--- config.mk ---
export PLATFORM = sky130hd
export DESIGN_NAME = psram_wb_arbiter_flat
export DESIGN_NICKNAME = d
export VERILOG_FILES = /design/src/rtl/psram_wb_arbiter_if.sv /design/src/rtl/psram_wb_arbiter.sv /design/src/flat_wrapper.sv
export SDC_FILE = /design/constraint.sdc
export NUM_CORES = 1
export LEC_CHECK = 0
export BUFFER_PORTS_ARGS = -buffer_cell sky130_fd_sc_hd__buf_2
export CORE_MARGIN = 2
export CORE_UTILIZATION = 30
export DETAILED_ROUTE_END_ITERATION = 10
export SLEW_MARGIN = 40
export SYNTH_ARGS = -nofsm -noshare
export SYNTH_HDL_FRONTEND = slang
export SYNTH_SLANG_ARGS = --single-unit
--- constraint.sdc ---
create_clock -name clk -period 3 [get_ports clk]
set_input_delay 0.15 -clock clk [delete_from_list [all_inputs] [get_ports clk]]
set_output_delay 0.15 -clock clk [all_outputs]
set_load 0.02 [all_outputs]
--- src/rtl/psram_wb_arbiter_if.sv ---
// Wishbone classic bus bundle shared by the two master ports and the single
// PSRAM controller slave port of psram_wb_arbiter.
`timescale 1ns/1ps

interface psram_wb_arbiter_if;
  logic [31:0] adr;
  logic [31:0] dat_w;
  logic [31:0] dat_r;
  logic [3:0]  sel;
  logic        we;
  logic        cyc;
  logic        stb;
  logic        ack;
  logic        err;

  modport master (
    output adr, dat_w, sel, we, cyc, stb,
    input  dat_r, ack, err
  );

  modport slave (
    input  adr, dat_w, sel, we, cyc, stb,
    output dat_r, ack, err
  );
endinterface

--- src/rtl/psram_wb_arbiter.sv ---
// Two-master Wishbone arbiter in front of the PSRAM quad controller: latched grant,
// idle gap between transfers, ack timeout. Define PSRAM_ARB_RR_EN for round-robin ties.
`timescale 1ns/1ps

module psram_wb_arbiter #(
  parameter int TIMEOUT_CYC = 1024,
  parameter int GAP_CYC     = 1
) (
  input  logic                     clk,
  input  logic                     rst_n,
  psram_wb_arbiter_if.slave        m0,
  psram_wb_arbiter_if.slave        m1,
  psram_wb_arbiter_if.master       s,
  output logic [1:0]               grant_o,
  output logic                     busy_o
);

  // state | meaning
  // IDLE  | no transfer; arbitrate pending requests
  // XFER  | latched request on slave port, waiting for ack or timeout
  // GAP   | slave cyc/stb low so the controller FSM can return to idle
  typedef enum logic [1:0] {
    IDLE = 2'd0,
    XFER = 2'd1,
    GAP  = 2'd2
  } state_t;

  localparam logic [15:0] TO_LAST  = 16'(TIMEOUT_CYC - 1);
  localparam logic [3:0]  GAP_LAST = 4'(GAP_CYC - 1);

  state_t      state;
  logic [15:0] to_cnt;
  logic [3:0]  gap_cnt;

  logic m0_req;
  logic m1_req;
  logic pick_m1;
  logic in_xfer;
  logic timeout_hit;
  logic done_ack;
  logic done_to;

  assign m0_req = m0.cyc & m0.stb;
  assign m1_req = m1.cyc & m1.stb;

`ifdef PSRAM_ARB_RR_EN
  logic prio_m1;

  assign pick_m1 = m1_req & (~m0_req | prio_m1);
`else
  assign pick_m1 = m1_req & ~m0_req;
`endif

  assign in_xfer     = (state == XFER);
  assign timeout_hit = (TIMEOUT_CYC != 0) && (to_cnt == TO_LAST);
  assign done_ack    = in_xfer & s.ack;
  assign done_to     = in_xfer & ~s.ack & timeout_hit;

  // Ack/err are steered combinationally so the master sees the slave ack in its own cycle;
  // a master that dropped its request mid-transfer gets neither.
  assign m0.ack   = done_ack & grant_o[0] & m0_req;
  assign m1.ack   = done_ack & grant_o[1] & m1_req;
  assign m0.err   = done_to & grant_o[0] & m0_req;
  assign m1.err   = done_to & grant_o[1] & m1_req;
  assign m0.dat_r = grant_o[0] ? s.dat_r : 32'h0;
  assign m1.dat_r = grant_o[1] ? s.dat_r : 32'h0;

  always_ff @(posedge clk or negedge rst_n) begin
    if (!rst_n) begin
      state   <= IDLE;
      to_cnt  <= 16'h0;
      gap_cnt <= 4'h0;
      grant_o <= 2'b00;
      busy_o  <= 1'b0;
      s.adr   <= 32'h0;
      s.dat_w <= 32'h0;
      s.sel   <= 4'h0;
      s.we    <= 1'b0;
      s.cyc   <= 1'b0;
      s.stb   <= 1'b0;
`ifdef PSRAM_ARB_RR_EN
      prio_m1 <= 1'b0;
`endif
    end else begin
      case (state)
        IDLE: begin
          if (m0_req | m1_req) begin
            s.adr   <= pick_m1 ? m1.adr   : m0.adr;
            s.dat_w <= pick_m1 ? m1.dat_w : m0.dat_w;
            s.sel   <= pick_m1 ? m1.sel   : m0.sel;
            s.we    <= pick_m1 ? m1.we    : m0.we;
            s.cyc   <= 1'b1;
            s.stb   <= 1'b1;
            grant_o <= pick_m1 ? 2'b10 : 2'b01;
            busy_o  <= 1'b1;
            to_cnt  <= 16'h0;
            state   <= XFER;
`ifdef PSRAM_ARB_RR_EN
            prio_m1 <= ~pick_m1;
`endif
          end
        end

        XFER: begin
          if (s.ack || timeout_hit) begin
            s.cyc   <= 1'b0;
            s.stb   <= 1'b0;
            grant_o <= 2'b00;
            gap_cnt <= GAP_LAST;
            state   <= GAP;
          end else begin
            to_cnt <= to_cnt + 16'h1;
          end
        end

        GAP: begin
          if (gap_cnt == 4'h0) begin
            busy_o <= 1'b0;
            state  <= IDLE;
          end else begin
            gap_cnt <= gap_cnt - 4'h1;
          end
        end

        default: begin
          s.cyc   <= 1'b0;
          s.stb   <= 1'b0;
          grant_o <= 2'b00;
          busy_o  <= 1'b0;
          state   <= IDLE;
        end
      endcase
    end
  end

endmodule

--- src/flat_wrapper.sv ---
// flat-port wrapper written by rule: the top's interface ports become plain ports
module psram_wb_arbiter_flat 
#(
  parameter int TIMEOUT_CYC = 1024,
  parameter int GAP_CYC     = 1
)
  (clk, rst_n, grant_o, busy_o, m0_adr, m0_dat_w, m0_sel, m0_we, m0_cyc, m0_stb, m0_dat_r, m0_ack, m0_err, m1_adr, m1_dat_w, m1_sel, m1_we, m1_cyc, m1_stb, m1_dat_r, m1_ack, m1_err, s_adr, s_dat_w, s_sel, s_we, s_cyc, s_stb, s_dat_r, s_ack, s_err);
  psram_wb_arbiter_if m0_i ();
  psram_wb_arbiter_if m1_i ();
  psram_wb_arbiter_if s_i ();
  input  logic clk;
  input  logic rst_n;
  output logic [1:0] grant_o;
  output logic busy_o;
  input wire logic [$bits(m0_i.adr)-1:0] m0_adr;
  input wire logic [$bits(m0_i.dat_w)-1:0] m0_dat_w;
  input wire logic [$bits(m0_i.sel)-1:0] m0_sel;
  input wire logic [$bits(m0_i.we)-1:0] m0_we;
  input wire logic [$bits(m0_i.cyc)-1:0] m0_cyc;
  input wire logic [$bits(m0_i.stb)-1:0] m0_stb;
  output wire logic [$bits(m0_i.dat_r)-1:0] m0_dat_r;
  output wire logic [$bits(m0_i.ack)-1:0] m0_ack;
  output wire logic [$bits(m0_i.err)-1:0] m0_err;
  input wire logic [$bits(m1_i.adr)-1:0] m1_adr;
  input wire logic [$bits(m1_i.dat_w)-1:0] m1_dat_w;
  input wire logic [$bits(m1_i.sel)-1:0] m1_sel;
  input wire logic [$bits(m1_i.we)-1:0] m1_we;
  input wire logic [$bits(m1_i.cyc)-1:0] m1_cyc;
  input wire logic [$bits(m1_i.stb)-1:0] m1_stb;
  output wire logic [$bits(m1_i.dat_r)-1:0] m1_dat_r;
  output wire logic [$bits(m1_i.ack)-1:0] m1_ack;
  output wire logic [$bits(m1_i.err)-1:0] m1_err;
  output wire logic [$bits(s_i.adr)-1:0] s_adr;
  output wire logic [$bits(s_i.dat_w)-1:0] s_dat_w;
  output wire logic [$bits(s_i.sel)-1:0] s_sel;
  output wire logic [$bits(s_i.we)-1:0] s_we;
  output wire logic [$bits(s_i.cyc)-1:0] s_cyc;
  output wire logic [$bits(s_i.stb)-1:0] s_stb;
  input wire logic [$bits(s_i.dat_r)-1:0] s_dat_r;
  input wire logic [$bits(s_i.ack)-1:0] s_ack;
  input wire logic [$bits(s_i.err)-1:0] s_err;
  assign m0_i.adr = m0_adr;
  assign m0_i.dat_w = m0_dat_w;
  assign m0_i.sel = m0_sel;
  assign m0_i.we = m0_we;
  assign m0_i.cyc = m0_cyc;
  assign m0_i.stb = m0_stb;
  assign m0_dat_r = m0_i.dat_r;
  assign m0_ack = m0_i.ack;
  assign m0_err = m0_i.err;
  assign m1_i.adr = m1_adr;
  assign m1_i.dat_w = m1_dat_w;
  assign m1_i.sel = m1_sel;
  assign m1_i.we = m1_we;
  assign m1_i.cyc = m1_cyc;
  assign m1_i.stb = m1_stb;
  assign m1_dat_r = m1_i.dat_r;
  assign m1_ack = m1_i.ack;
  assign m1_err = m1_i.err;
  assign s_adr = s_i.adr;
  assign s_dat_w = s_i.dat_w;
  assign s_sel = s_i.sel;
  assign s_we = s_i.we;
  assign s_cyc = s_i.cyc;
  assign s_stb = s_i.stb;
  assign s_i.dat_r = s_dat_r;
  assign s_i.ack = s_ack;
  assign s_i.err = s_err;
  psram_wb_arbiter #(.TIMEOUT_CYC(TIMEOUT_CYC), .GAP_CYC(GAP_CYC)) u_core (.clk(clk), .rst_n(rst_n), .m0(m0_i), .m1(m1_i), .s(s_i), .grant_o(grant_o), .busy_o(busy_o));
endmodule
# After elaboration in Yosys (flattened, before gate mapping)
# Cells that the tools add are included.
[totals]
regBits = 95
inputBits = 178
output_inout_bits = 142
word_cells = 75
[classes]
n_addsub = 2
eq_ne = 8
muxes = 25
n_bitwise = 19
n_reduce_logical = 11
[ops]
columns = ["operator", "count"]
rows = [
  ["32-bit 2-to-1 mux", 4],
  ["16-bit 2-to-1 mux", 2],
  ["16-bit one-hot mux with 2 select lines", 1],
  ["16-bit by 1-bit adder with 16-bit output, second input constant", 1],
  ["16-bit by 10-bit == test with 1-bit output, second input constant", 1],
  ["3-bit AND reduction", 5],
  ["1-bit bitwise AND", 14],
  ["2-bit 2-to-1 mux", 6],
  ["4-bit 2-to-1 mux", 3],
  ["2-bit one-hot mux with 3 select lines", 2],
  ["4-bit one-hot mux with 2 select lines", 1],
  ["2-bit != test, second input constant", 3],
  ["1-bit one-hot mux with 3 select lines", 2],
  ["4-bit zero test", 1],
  ["1-bit 2-to-1 mux", 4],
  ["2-bit by 1-bit != test with 1-bit output, second input constant", 2],
  ["1-bit NOT", 4],
  ["2-bit nonzero test", 2],
  ["4-bit by 1-bit subtractor with 4-bit output, second input constant", 1],
  ["2-bit by 1-bit == test with 1-bit output, second input constant", 1],
  ["2-bit == test, second input constant", 1],
  ["2-bit zero test", 1],
  ["2-bit AND reduction", 1],
  ["1-bit logical OR", 1],
  ["1-bit bitwise OR", 1],
]

# Logic depth before layout (Yosys ltp)
# Gate-level depths: netlist of run 1.
[depth]
depth_word = 6
mapped_depth = 8
mapped_depth_nobuf = 7

# Worst setup path before layout of run 1
# Ideal clock, no wire load.
[synth_path]
path_type = "register to register"
from = "register u_core.to_cnt[0]"
to = "register u_core.to_cnt[6]"
t_arrival_ps = 1724
required_ps = 2874
setup_slack_ps = 1150
path_stages_with_launch = 8
period_less_slack_ps = 1850
path_cell_list = "dfrtp_1 -> ha_1 -> and3_1 -> nand4_1 -> nand2b_1 -> clkbuf_2 -> o311a_1 -> a221o_1"
[synth_between]
elab_chain_cells = 4
elab_cells_between_ends = 7
[synth_rtl]
columns = ["element", "line", "text"]
rows = [
  ["start, declared", "psram_wb_arbiter.sv:32", "logic [15:0] to_cnt;"],
  ["start signal, assigned", "psram_wb_arbiter.sv:112", "to_cnt <= to_cnt + 16'h1;"],
  ["branches (longest 4 deep; another with 16-bit by 1-bit adder with 16-bit output)", "n/a", ""],
]
# Parallel ways; which one is timed is not known. The select of a mux whose other input is x is not followed.
# A chain may end at the register's enable or synchronous reset.

# Worst setup path in the final report of run 1
[layout_path]
from = "register u_core.state[1]"
to = "output m0_err"
[layout_between]
elab_chain_cells = 5
[layout_rtl]
columns = ["element", "line", "text"]
rows = [
  ["start, declared", "psram_wb_arbiter.sv:31", "state_t state;"],
  ["start signal, assigned", "psram_wb_arbiter.sv:70", "state <= IDLE;"],
  ["start signal, assigned", "psram_wb_arbiter.sv:97", "state <= XFER;"],
  ["start signal, assigned", "psram_wb_arbiter.sv:110", "state <= GAP;"],
  ["2-bit by 1-bit == test with 1-bit output", "psram_wb_arbiter.sv:54", "assign in_xfer = (state == XFER);"],
  ["1-bit bitwise AND (2 in a row)", "psram_wb_arbiter.sv:57", "assign done_to = in_xfer & ~s.ack & timeout_hit;"],
  ["1-bit bitwise AND (2 in a row)", "psram_wb_arbiter.sv:63", "assign m0.err = done_to & grant_o[0] & m0_req;"],
  ["end, declared", "flat_wrapper.sv:23", "output wire logic [$bits(m0_i.err)-1:0] m0_err;"],
]
# Every way passes these cells.

==> flow_results.org, run 1 <==
** Run status
- Outcome :: completed

** Logic synthesis
- For this run, the leading register cell type out of synthesis is dfrtp_1.
- The number of nets handed over by synthesis was 720.
- Post-synthesis cell area :: 5050 sq um
- Count of flip-flops with a built-in enable after synthesis :: 0
- Yosys warnings :: 0
- Counting flops with an async set or reset pin after synthesis yields a share of 100%.
- Sequential share of the synthesized area :: 47.1%
- Post-synthesis sequential element count :: 95
- Each instance of the synthesized netlist takes up on average 9.36 sq um.
- The number of different library cells used by synthesis comes to 45.
- Synthesis produced 540 cells.

** STA
- The worst path needs 2.23 ns of the cycle, external delays included.
- Setup repair after global routing left no endpoint under its margin.
- Ratio of final minimum period to clock period :: 74.3%
- Derived from the worst setup path, the maximum achievable clock frequency is 449 MHz.
- Final hold analysis gives a worst-case slack of 0.0893 ns.
- Setup total negative slack on the finished layout was measured at 0 ns.
- Remaining max-slew budget at the tightest pin :: 53.0%
- Number of hold-slack violations in the final timing report :: 0
- The final-report max-slew violation count came to 0.
- Setup violations remaining at the end of the flow were counted as 0.
- Setup slack closes at 0.772 ns.
- Final setup skew :: 0.00483 ns
- For the pin with the worst max-slew slack, the measured transition is 0.706 ns.

** Critical path
- Worst EP required :: 2.85 ns
- Bufs and invs on worst path :: 1
- Worst Setup Start Kind :: flop
- Cell with the most instances on the worst path :: nor2_1
- At the worst endpoint, the arrival time is 2.08 ns.
- Max stage delay cell, worst path :: dfrtp_1
- In this run the worst path has a maximum fanout of 18.
- Type of element capturing the critical path :: output pin
- Worst setup path class :: flop to output pin
- Largest stage delay on the critical path :: 0.59 ns
- Cell family with the largest share of critical-path delay :: simple AND/OR/NAND/NOR gates
- The signal on the critical path passes through nand2b_1 > nor2_1 > nand2_1 > nor2_1 > buf_2.

** Die
- From left edge to right edge, the die measures 134 um.
- Initial Util :: 30.6%
- The floorplan has 47 rows.
- Floorplan core area :: 16500 sq um
- 320 I/O pins were placed.
- The die covers 17900 sq um.
- Die boundary height :: 134 um

** Drt
- The first detailed-routing pass ran for 4 iterations.
- The routed design has 15200 um of wire.
- Number of routed nets with antenna violations :: 0
- DRC marker count from the first detailed-route iteration :: 146
- The routed layout has 4828 vias.
- After detailed routing, the average wire length per cell comes to 14.2 um.
- # DRC :: 0
- Via density per instance :: 4.53

** Place
- Prior to clock tree synthesis, the placed netlist has a worst setup slack of 0.963 ns.
- Number of port buffers :: 318
- At the end of routability-driven placement, the weighted congestion stood at 0.812.
- Placed cell areas :: 6870 sq um
- DPL Wire Length :: 11900 um
- In this run, placement finished with an instance count of 1049.

** Clocking
- CTS tree :: built
- The H-tree was split into 3 levels.
- Clock Tree Buf Depth :: 2
- Clock tree synthesis selected as its root buffer the cell clkbuf_16.
- Number of buffers inserted during clock tree synthesis :: 9
- Once the clock tree was built, the setup fixing pass inserted 0 buffers.
- Clock-pin slew was measured on the worst setup and hold paths at 0.07 ns.
- The tree built by TritonCTS fans out to 95 sinks.
- Worst-skew pair later-pin latency :: 0.34 ns

** Power and ir drop
- Highest ir drop seen on vdd :: 0.000364 V
- Power spread over the standard cell area amounts to 883 nW/um^2.
- The analysis attributes to cell leakage a power of 3.77 nW.
- Total power :: 6.37 mW

** Run
- Maximum Capacitance Violations :: 0

** Global routing
- GRT Residual Overflow :: 0
- Vias in the first global route :: 4528
- Wire length of the first global-routing pass :: 23800 um
- Initial antenna violation count :: 0
- For this run, the total global-route usage over all layers was measured as 16.9%.
- Maximum number of pins on one net before global-route repair :: 55

** Min path
- The path class of the tightest hold or removal check is primary input to flop.

** Finish
- For this run, the post-layout net count is 1021.
- Share of the core filled with cells :: 43.7%
- Of the cells placed in the final design, the portion with a size suffix greater than 1 is 41.7%.
- Synth-to-Final Area Change :: 42.8%
- After the flow finishes, the layout carries non-filler instances totaling 1066.
- The repair_antennas step left the layout with diodes totalling 0.
- Final standard cell area without fillers :: 7210 sq um
## where the power goes
part	switching (mW)	internal (mW)
clock network	0.510	0.758
registers	0.396	1.79
logic	1.88	1.04
## logic make-up after synthesis
kind of cell               count (synthesis)  synth area share (%)
and+or+nand+nor                          215                  21.5
AOI/OAI and AO/OA                        110                  12.6
DFF                                       95                  47.1
muxes                                     70                  13.9
buffers and inverters                     42                  3.47
xor gates and xnor gates                   6                  1.04
adders and majority gates                  2                 0.495
## layout by cell type (no fill, tap or decap), types with 2 or more instances in the layout
| master | count |
|---|---|
| dfrtp_2 | 2 |
| clkbuf_16 | 9 |
| a22o_1 | 3 |
| a21o_1 | 3 |
| inv_6 | 2 |
| and4_1 | 3 |
| nand2b_1 | 3 |
| nand4_1 | 8 |
| buf_12 | 3 |
| nand3_1 | 7 |
| nor3b_1 | 2 |
| inv_1 | 6 |
| ha_1 | 2 |
| xor2_1 | 5 |
| a31oi_1 | 3 |
| nor4_1 | 3 |
| mux2i_1 | 70 |
| a21oi_1 | 7 |
| o21ai_0 | 81 |
| and2_1 | 64 |
| dfrtp_1 | 93 |
| buf_2 | 317 |
| nand2_1 | 83 |
| buf_4 | 5 |
| nor3_1 | 5 |
| o311a_1 | 2 |
| a221o_1 | 2 |
| bufinv_16 | 2 |
| and3_1 | 2 |
| nor2_1 | 26 |
## worst register-to-register path, cell delays in order (launching register included)
cell      delay (ns)
dfrtp_1         0.43
ha_1            0.26
and3_1          0.22
nand4_1         0.18
nand2b_1        0.24
o311a_1         0.35
a221o_1         0.26
## registers in the layout, summed over array words and instances (netlist names)
register and cells:
u_core.s.cyc 1, u_core.to_cnt 16, u_core.busy_o 1, u_core.s.sel 4, u_core.gap_cnt 4, u_core.s.adr 32
u_core.state 2, u_core.s.we 1, u_core.s.dat_w 32, u_core.grant_o 2
## cells in the mapped netlist (all sizes together), types with 4 or more instances
cell type   n  area (sq um)
and2       64           400
buf        14          68.8
nor2       26          97.6
nand2b      4          25.0
a21oi       7          35.0
inv         6          22.5
xor2        5          43.8
o21ai      81           405
dfrtp      95          2380
nor3        6          35.0
clkbuf     22          83.8
nand3       7          35.0
nand4       8          50.1
nand2      83           312
mux2i      70           701
## metal layers
metal	part of all wire, %	track usage [%]
met2	50	30.1
met5	0	0
met1	41	19.9
met3	7.5	4.04
met4	1.8	5.79
## worst paths after layout
check                                               start                             end  slack, ns  cells after the start
max reg2reg                  u_core.to_cnt[0]$_DFFE_PN0P_    u_core.to_cnt[7]$_DFFE_PN0P_       0.95                      6
max                           u_core.state[1]$_DFFE_PN0P_                          m0_err       0.77                      5
min                                          m0_dat_w[17]  u_core.s.dat_w[17]$_DFFE_PN0P_       0.09                      3
max in group asynchronous                           rst_n   u_core.grant_o[1]$_DFFE_PN0P_       1.91                      3
min in group asynchronous                           rst_n  u_core.s.dat_w[31]$_DFFE_PN0P_       0.39                      2
min reg2reg                u_core.s.dat_w[17]$_DFFE_PN0P_  u_core.s.dat_w[17]$_DFFE_PN0P_       0.47                      2
## final cells by class
class                           instances  area, sq um
Clock inverter                          6         90.1
Sequential cell                        95         2380
Clock buffer                           10          239
Inverter                                6         22.5
Fill cell                            1662         9310
Timing Repair Buffer                  326         1690
Tap cell                              220          275
Multi-Input combinational cell        403         2510
## what timing repair did
item | in CTS | in global routing
hold buffers | 1 | 0
endpoints found under the hold margin | 53 | 0
gates resized for setup | 0 | 0
No activity file was read; power rests on OpenSTA's default activity.
==> run 2, diff against run 1 <==
- clock period: 3 -> 2 ns (I/O delays scaled with it)
==> run 2 against run 1 <==
Compared with the run above:
- combinational power is 61% higher
- critical path type unchanged
- total power is 49% higher
- largest power group unchanged
- highest routed layer unchanged
- via count is 1.4% higher
- sequential cell count stayed put
==> flow_results.org, run 2 (synthesis results as in run 1) <==
** STA
- The worst path uses 96.1% of the clock period.
- Clock period minus worst slack :: 1.92 ns
- Setup total negative slack on the finished layout was measured at 0 ns.
- Minimum setup slack in the final design :: 0.0775 ns
- Remaining max-slew budget at the tightest pin :: 67.1%
- Unrepaired setup endpoints after global routing :: no
- The final-report max-slew violation count came to 0.
- For the pin with the worst max-slew slack, the measured transition is 0.489 ns.
- Final hold analysis gives a worst-case slack of 0.0385 ns.
- Setup violations remaining at the end of the flow were counted as 0.
- Number of hold-slack violations in the final timing report :: 0
- FMAX :: 520 MHz
- Final setup skew :: 0.00655 ns

** Finish
- After the last flow step, the layout net total stands at 1032.
- In the layout the commonest cells are buf_2, dfrtp_1, nand2_1, o21ai_0, mux2i_1.
- Of the cells placed in the final design, the portion with a size suffix greater than 1 is 43.1%.
- Diode count :: 0
- The library cell used most frequently in the layout, excluding fill and tap cells, is buf_2.
- The area growth from synthesis to layout is 44.7%.
- Top Registers :: u_core.s.adr (32), u_core.s.dat_w (32), u_core.to_cnt (16)
- Final standard cell area without fillers :: 7310 sq um
- Share of the core filled with cells :: 44.2%
- Fin cells :: 1077
- Fill cells :: 1632

** Min path
- The min-delay analysis places its worst path in the category primary input to flop.
- Counting instances, the worst hold path has a depth of 3.
- Critical hold path startpoint :: m0_sel[2]

** Drt
- After the first detailed-routing iteration, the DRC count stood at 183.
- Across all layers, the routed design uses 4894 vias.
- Summed over all layers, the routed wires come to 15600 um.
- Iteration count of the initial detailed-routing pass :: 4
- The detail route stage leaves a number of antenna-violating nets equal to 0.
- For this run, design rule violations remaining after detail routing come to 0.
- After detailed routing, the number of vias per cell comes to 4.54.
- Dividing the detail-routed wire length by the instance count gives 14.5 um.

** Die
- 320 I/O pins were placed.
- Number of core rows :: 47
- Die Outline Area :: 17900 sq um
- Die boundary height :: 134 um
- Width of the die :: 134 um
- The core region is 16500 sq um.
- Once the floorplan was initialized, standard cells occupied 30.6% of the core.

** Run status
- The run finished with clean final reports.

** Global routing
- GRT Residual Overflow :: 0
- Tot GR Track Use :: 17.1%
- The number of global-route vias before repair came to 4655.
- The first global-routing pass estimated 24000 um of wire.
- Initial antenna violation count :: 0
- Maximum number of pins on one net before global-route repair :: 71

** Place
- OpenSTA, run right after detailed placement, puts the worst setup slack at 0.0881 ns.
- After legalization and detailed placement, the total HPWL measured 12300 um.
- The number of placed instances, taps included, is 1059.
- Number of port buffers :: 318
- Summing all placed instances gives a cell area of 6970 sq um.
- At the end of routability-driven placement, the weighted congestion stood at 0.797.

** Critical path
- Largest stage delay on the critical path :: 0.44 ns
- Data on the critical path is required at its endpoint by 1.90 ns.
- Worst R2R Start :: u_core.to_cnt[1]$_DFFE_PN0P_
- Worst Setup Start Kind :: flop
- The number of cells on the worst reg-to-reg path is 5.
- Critical path, cell by cell :: nor4_2 > and4_4 > nand2_1 > nor2_1 > buf_2
- For the worst setup path, the data arrival time is 1.82 ns.
- The number of buffers and inverters on the critical path is 1.
- Maximum fanout along the worst path :: 4
- Stages on worst setup path :: 5
- Max stage delay cell, worst path :: dfrtp_1
- Cell family with the largest share of critical-path delay :: simple AND/OR/NAND/NOR gates
- Type of element capturing the critical path :: output pin
- Worst setup path class :: flop to output pin
- In this run the worst setup path begins at u_core.to_cnt[12]$_DFFE_PN0P_.

** Clocking
- CTS tree :: built
- CTS sink count :: 95
- After clock tree synthesis, the clock-pin slew on the worst setup and hold paths is 0.07 ns.
- Clock Tree Buf Depth :: 2
- Number of buffers inserted during clock tree synthesis :: 9
- Root buffer cell :: clkbuf_16
- The later pin in the worst-skew pair is clocked with a latency of 0.35 ns.
- The clock tree synthesis step divided the H-tree into 3 levels.

** Power and ir drop
- Across the VDD grid, the largest voltage drop is 0.000446 V.
- P_leak :: 3.82 nW
- Cell area power density :: 1290 nW/um^2
- Summing internal, switching and leakage power gives 9.46 mW.

** Run
- Maximum Capacitance Violations :: 0
==> run 2: changes by cell type in the layout (fill, tap and decap cells not counted), moves of 2 or more <==
cell / change
buf_4: +10
buf_12: +2
bufinv_16: -2
clkinv_4: +2
dfrtp_1: +2
dfrtp_2: -2
nor2_1: -2
==> run 2: routing by layer <==
metal | share of wire [%] | up-vias | wire [um] | global-route usage, %
li1 | - | 2487 | - | -
met5 | 0 | - | 0 | 0
met1 | 41 | 2160 | 6380 | 20.4
met3 | 7.4 | 19 | 1150 | 3.36
met4 | 2.2 | 0 | 342 | 6.80
met2 | 50 | 228 | 7750 | 30.1
==> run 2: power breakdown <==
part	switching (mW)	internal [mW]
Clock	0.767	0.882
Combinational	3.01	1.66
Sequential	0.455	2.68
==> run 2: final cells by class <==
class	instances	area (sq um)	share of cell area (%)
tap	220	275	3.77
multi-input combinational	403	2550	34.9
clock inverter	6	43.8	0.599
sequential	95	2380	32.5
timing repair buffer	337	1800	24.7
clock buffer	10	239	3.27
inverter	6	22.5	0.308
==> run 2: final timing paths <==
check                                                 endpoint  slack (ns)
worst max-delay path                                    m1_err        0.08
worst min-delay path               u_core.s.sel[2]$_DFFE_PN0P_        0.04
worst max register to register   u_core.to_cnt[12]$_DFFE_PN0P_        0.19
worst min register to register    u_core.s.adr[13]$_DFFE_PN0P_        0.47
max in group asynchronous              u_core.s.we$_DFFE_PN0P_        1.22
min in group asynchronous       u_core.s.dat_w[31]$_DFFE_PN0P_        0.18
==> run 2: tightest hold or removal path: cells and delay by family <==
kind | cells | cell delay, ns
compound gates | 1 | 0.13
mux | 1 | 0.05
buf+inv | 1 | 0.08
==> run 2: what timing repair did <==
action | in CTS | in global routing
hold endpoints to repair | 22 | 0
hold buffers | 1 | 0
resized for setup | 3 | 7
setup endpoints to repair | 1 | 5
setup buffers | 1 | 0
